**src/rtl/noc_chain_pkg.sv**
```systemverilog
// Shared types and constants for the 1D NoC chain benchmark blocks.
// Latency: n/a (types, constants and a pure helper function only).
// Backpressure: n/a.
//
// Contents: checker state encoding, back-pressure LFSR taps, counter width,
// and the LFSR next-value helper used by the stall generator.
package noc_chain_pkg;

    localparam int unsigned CNT_W     = 16;
    // Taps at bits 7,5,4,3.
    localparam logic [7:0]  LFSR_TAPS = 8'hB8;

    typedef enum logic [1:0] {
        IDLE = 2'd0,
        RUN  = 2'd1,
        DONE = 2'd2
    } state_t;

    // Fibonacci step: shift left, feedback is the XOR of the tapped bits.
    function automatic logic [7:0] lfsr_next(input logic [7:0] cur);
        return {cur[6:0], ^(cur & LFSR_TAPS)};
    endfunction

endpackage

```
**src/rtl/noc_stall_lfsr.sv**
```systemverilog
// 8-bit Fibonacci LFSR producing a pseudo-random ready mask for sink stalls.
// Latency: mask is combinational from the LFSR register; LFSR steps once per enabled cycle.
// Backpressure: mask low (lfsr[1:0]==0) about one cycle in four.
//
// Ports:
//   clk, rst_n  - clock, asynchronous active-low reset (loads RESET_SEED)
//   seed        - value loaded on restart
//   enable      - advance the LFSR this cycle
//   restart     - reload seed this cycle (wins over enable)
//   ready_mask  - 1 when the sink may accept this cycle
module noc_stall_lfsr
    import noc_chain_pkg::*;
#(
    parameter logic [7:0] RESET_SEED = 8'hA5
) (
    input  logic       clk,
    input  logic       rst_n,
    input  logic [7:0] seed,
    input  logic       enable,
    input  logic       restart,
    output logic       ready_mask
);

    logic [7:0] lfsr_q;

    always_ff @(posedge clk or negedge rst_n) begin
        if (!rst_n) begin
            lfsr_q <= RESET_SEED;
        end else if (restart) begin
            lfsr_q <= seed;
        end else if (enable) begin
            lfsr_q <= lfsr_next(lfsr_q);
        end
    end

    assign ready_mask = (lfsr_q[1:0] != 2'b00);

endmodule

```
**config.mk**
```make
export PLATFORM = sky130hd
export DESIGN_NAME = noc_stall_lfsr
export DESIGN_NICKNAME = d
export VERILOG_FILES = /design/src/rtl/noc_chain_pkg.sv /design/src/rtl/noc_stall_lfsr.sv
export SDC_FILE = /design/constraint.sdc
export NUM_CORES = 1
export LEC_CHECK = 0
export CAP_MARGIN = 20
export CORE_AREA = 5 5 42 44
export CTS_CLUSTER_DIAMETER = 40
export DETAILED_ROUTE_END_ITERATION = 10
export DIE_AREA = 0 0 47 49
export GPL_ROUTABILITY_DRIVEN = 0
export HOLD_SLACK_MARGIN = 0.08
export PLACE_DENSITY_LB_ADDON = 0.1
export SLEW_MARGIN = 20
export SYNTH_ARGS = -nofsm -noshare
export SYNTH_HDL_FRONTEND = slang
export SYNTH_SLANG_ARGS = --single-unit
```
**constraint.sdc**
```tcl
create_clock -name clk -period 1.3 [get_ports clk]
set_input_delay 0.26 -clock clk [delete_from_list [all_inputs] [get_ports clk]]
set_output_delay 0.26 -clock clk [all_outputs]
set_load 0.01 [all_outputs]
```
==> impl_metrics.csv, run 1 <==
group,metric,value,unit
power_and_ir_drop,leakage,0.265,nW
sta,worst_pin_slew,0.338,ns
floorplanning,ios,13,
placed_design,io_buffers,12,
clock_tree,cts_root_buffer,"clkbuf_4",
floorplanning,die_x,47,um
sta,setup_viol,0,
yosys,synth_compound_area_share,11.1,%
yosys,netlist_area,405,sq um
status,status,"completed",
setup_path,endpoint_kind,"output pin",
clock_tree,cts.clk_slew.worst_paths,0.05,ns
yosys,synthAdderAreaFrac,0,%
yosys,synth_warnings,0,
finish,top_regs,"lfsr_q x8",
sta,whs,0.274,ns
route,drc,0,
sta,rsz0062_at_grt,"no",
global_route,grt_max_degree,13,
power_and_ir_drop,ir_worst_vdd,469,uV
finish,final_common_cell,"clkdlybuf4s50_1",
sta,fin_crit_sh,96.0,%
finish,layout-drive-gt1-share,24.6,%
power_and_ir_drop,total_power,0.652,mW
yosys,synth_cell_type_count,14,
setup_path,r2r.worst_path.cells,3,
sta,relSlewSlack,77.4,%
route,antenna_left,0,
worst_hold_path,hp-class,"primary input to asynchronous set/reset pin",
floorplanning,core,0.00140,sq mm
yosys,yosys.area_share.xor_xnor,6.48,%
job,maxCapViolCount,0,
sta,hold_viol,0,
floorplanning,die_h,49,um
clock_tree,cts_sinks,8,
floorplanning,num_rows,14,
clock_tree,clockBufferDepth,2,
global_route,antenna_found_initial,0,
route,num_vias,325,
global_route,grt_pass1_wl,1.35,mm
route,drt_first_iter_violations,5,
sta,fin_skew,0.00304,ns
yosys,ys_ff_latch,8,
clock_tree,cts_tree,"done",
yosys,yosys.area_share.simple,11.4,%
global_route,track_usage,8.30,%
setup_path,cp_max_fo,2,
yosys,synth_top_family_by_area,"multiplexers",
setup_path,crit_path_start_kind,"flop",
sta,max_freq,0.801,GHz
route,wire_per_inst,10.7,um
global_route,grt_pass1_vias,356,
sta,report.final.slew_viol_count,0,
sta,min_period,1.25,ns
clock_tree,cts.hold.buffers_added,0,
yosys,synth_nets,51,
global_route,grt.overflow.total,0,
finish,largest_reg_flops,8,
clock_tree,cts_buffers,3,
yosys,yosysSeqAreaShare,50.6,%
finish,finalNetCount,71,
setup_path,crit_required,1.04,ns
setup_path,path_class,"flop to output pin",
finish,fillers,149,
clock_tree,clk_latency,0.25,ns
floorplanning,die-area,0.00230,sq mm
setup_path,arrival,0.99,ns
finish,final_cell_mix,"11 x clkdlybuf4s50_1, 7 x mux2i_1, 7 x nand2_1, 7 x o21ai_0, 5 x buf_4",
finish,areaGrowthSynthToFinish,47.2,%
yosys,yosys-mux-area-fraction,17.3,%
route,drt-total-wl,784,um
power_and_ir_drop,power_density,1090,mW/mm^2
clock_tree,h-tree-depth,1,
finish,antenna_cells,0,
floorplanning,initial_core_util,28.9,%
finish,largest-register,"lfsr_q",
yosys,avgSynthCellArea,10.4,sq um
yosys,synth_cells,39,
route,drt_pass1_iterations,4,
route,via_per_inst,4.45,
-- layout make-up --
cell class | instances | area [sq um] | share of cell area [%]
Multi-Input combinational cell | 29 | 190 | 31.9
Timing Repair Buffer | 17 | 159 | 26.6
Clock buffer | 3 | 22.5 | 3.77
Tap cell | 16 | 20.0 | 3.35
Sequential cell | 8 | 205 | 34.4
-- power breakdown --
part           leakage [nW]  internal (mW)  switching [mW]
clock network        0.0138          0.106          0.0828
registers            0.0906          0.289          0.0206
logic                 0.160         0.0983          0.0555
total                 0.265          0.493           0.159
-- kinds of logic (layout without fill, tap and decap cells) --
family / count (synthesis) / after routing
compound gates: 9 / 9
flops: 8 / 8
buf+inv: 2 / 20
mux: 7 / 7
xor+xnor: 3 / 3
simple gates: 10 / 10
-- path summary, 6_finish.rpt --
check,startpoint,slack [ns],to
hold / removal,rst_n,0.27,lfsr_q[1]
setup / recovery,lfsr_q[1],0.05,ready_mask
setup reg to reg,lfsr_q[5],0.29,lfsr_q[0]
max in group asynchronous,rst_n,0.73,lfsr_q[7]
hold reg to reg,lfsr_q[2],0.56,lfsr_q[2]
min in group clk,seed[2],0.53,lfsr_q[2]
-- critical path: stages, from the launching register on --
cell     delay [ns]
dfrtp_1        0.37
or2_4          0.25
buf_6          0.12
-- per-layer routing --
| metal | global-route usage, % | part of all wire, % | vias up |
|---|---|---|---|
| met2 | 11.8 | 48 | 9 |
| met4 | 6.91 | 0 | 0 |
| met3 | 2.21 | 8.4 | 0 |
| met1 | 9.91 | 43 | 146 |
| li1 | - | - | 170 |
| met5 | 0 | 0 | - |
-- cell usage after synthesis --
cell	count	share of area (%)
o21ai_0	7	8.6
xnor2_1	1	2.2
nor3b_1	1	1.9
dfstp_2	4	26
xor2_1	2	4.3
nand2b_1	1	1.5
or2_2	1	1.5
nand2_1	7	6.5
buf_2	1	1.2
buf_4	1	1.9
mux2i_1	7	17
o21ai_1	1	1.2
dfrtp_1	4	25
a21oi_1	1	1.2
-- metrics by stage --
stage / std cells / instance area (sq um) / setup WS (ns) / utilization [%] / setup TNS (ns)
finish: 73 / 597 / 0.0514 / 42.6 / 0
global route: 73 / 597 / 0.0141 / 42.6 / 0
CTS: 73 / 597 / 0.0347 / 42.6 / 0
detailed placement: 69 / 563 / -0.0982 / 40.2 / -0.117
global placement: 69 / 563 / -0.0833 / 40.2 / -0.0833
floorplan: 39 / 405 / 0.339 / - / 0
-- what timing repair did --
action	in CTS	in global routing
gates resized for setup	6	0
buffers inserted	1	0
setup endpoints to repair	1	0
endpoints found under the hold margin	0	0
Power figures use the tool's default switching activity.
==> run 2: changes to the inputs <==
- SETUP_SLACK_MARGIN: unset -> 0.15
==> impl_metrics.csv, run 2 (synthesized netlist as in run 1, its figures left out) <==
group,metric,value,unit
clock_tree,cts.hold.buffers_added,0,
finish,largest-register,"lfsr_q",
sta,relSlewSlack,77.4,%
clock_tree,clockBufferDepth,2,
finish,top_regs,"lfsr_q x8",
global_route,track_usage,8.37,%
sta,fin_crit_sh,95.2,%
setup_path,cp_max_fo,2,
setup_path,arrival,0.98,ns
finish,antenna_cells,0,
setup_path,endpoint_kind,"output pin",
floorplanning,die-area,0.00230,sq mm
power_and_ir_drop,leakage,0.270,nW
floorplanning,core,0.00140,sq mm
sta,worst_pin_slew,0.338,ns
route,drc,0,
route,drt-total-wl,804,um
route,drt_pass1_iterations,4,
sta,fin_skew,0.00304,ns
route,antenna_left,0,
global_route,antenna_found_initial,0,
clock_tree,cts_buffers,3,
clock_tree,cts_root_buffer,"clkbuf_4",
clock_tree,clk_latency,0.25,ns
route,wire_per_inst,10.9,um
finish,finalNetCount,72,
worst_hold_path,hp-class,"primary input to asynchronous set/reset pin",
sta,whs,0.274,ns
global_route,grt.overflow.total,0,
floorplanning,die_h,49,um
clock_tree,cts_tree,"done",
floorplanning,initial_core_util,28.9,%
power_and_ir_drop,ir_worst_vdd,469,uV
finish,final_common_cell,"clkdlybuf4s50_1",
sta,worst_slack,0.0618,ns
finish,largest_reg_flops,8,
sta,setup_viol,0,
placed_design,dp_slack,-0.0982,ns
setup_path,crit_required,1.04,ns
global_route,grt_pass1_wl,1.36,mm
power_and_ir_drop,total_power,0.660,mW
sta,min_period,1.24,ns
placed_design,io_buffers,12,
job,maxCapViolCount,0,
finish,layout-drive-gt1-share,25.9,%
global_route,grt_pass1_vias,367,
clock_tree,cts.clk_slew.worst_paths,0.05,ns
setup_path,crit_path_start_kind,"flop",
floorplanning,num_rows,14,
floorplanning,ios,13,
sta,report.final.slew_viol_count,0,
sta,max_freq,0.808,GHz
finish,areaGrowthSynthToFinish,49.1,%
global_route,grt_max_degree,13,
route,drt_first_iter_violations,5,
sta,hold_viol,0,
finish,design_area,604,sq um
route,via_per_inst,4.42,
finish,final_cell_mix,"11 x clkdlybuf4s50_1, 7 x mux2i_1, 7 x nand2_1, 7 x o21ai_0, 6 x buf_4",
setup_path,path_class,"flop to output pin",
placed_design,placed_cell_area,563,sq um
sta,rsz0062_at_grt,"yes",
route,num_vias,327,
power_and_ir_drop,power_density,1090,mW/mm^2
clock_tree,cts_sinks,8,
floorplanning,die_x,47,um
clock_tree,h-tree-depth,1,
status,status,"completed",
[run 2: cell types whose count changed in the layout (fill, tap and decap cells not counted), sizes merged]
cell,change
buf,+1
[run 2: repair_timing]
item	in CTS	in global routing
gates resized for setup	6	0
endpoints found under the setup margin	1	1
buffers inserted	2	0
cloned	0	0
pin swaps	1	0
[run 2: power by group]
part           total, mW  switching (mW)  internal [mW]  leakage [nW]
combinational      0.163          0.0584          0.104         0.165
clock              0.188          0.0828          0.106        0.0138
sequential         0.309          0.0198          0.289        0.0906
total              0.660           0.161          0.499         0.270
[run 2: worst max-delay path, stage by stage, from the launching register on]
cell,delay [ns]
dfstp_2,0.53
or2_4,0.11
buf_6,0.09
[run 2: layout make-up]
cell class	count	area [sq um]
Sequential cell	8	205
Timing Repair Buffer	18	166
Tap cell	16	20.0
Fill cell	147	797
Clock buffer	3	22.5
Multi-Input combinational cell	29	190
[run 2: final timing paths]
check                      startpoint    endpoint  slack [ns]  cells past startpoint
setup / recovery            lfsr_q[0]  ready_mask        0.06                      2
hold / removal                  rst_n   lfsr_q[1]        0.27                      1
setup reg to reg            lfsr_q[5]   lfsr_q[0]        0.29                      3
hold reg to reg             lfsr_q[2]   lfsr_q[2]        0.56                      2
max in group asynchronous       rst_n   lfsr_q[7]        0.73                      1
min in group clk              seed[2]   lfsr_q[2]        0.53                      3
[run 2: layer usage]
layer,up-vias,part of all wire [%],track usage [%]
met5,-,0,0
met4,0,0,6.91
met3,0,6.7,2.21
met2,9,49,12.2
met1,146,44,9.68
li1,172,-,-
[run 2: per-stage QoR]
stage	TNS, ns	std cells	util, %
after floorplan	0	39	-
after global placement	-0.0833	69	40.2
after detailed placement	-0.117	69	40.2
after CTS	0	74	43.1
after global routing	0	74	43.1
final	0	74	43.1
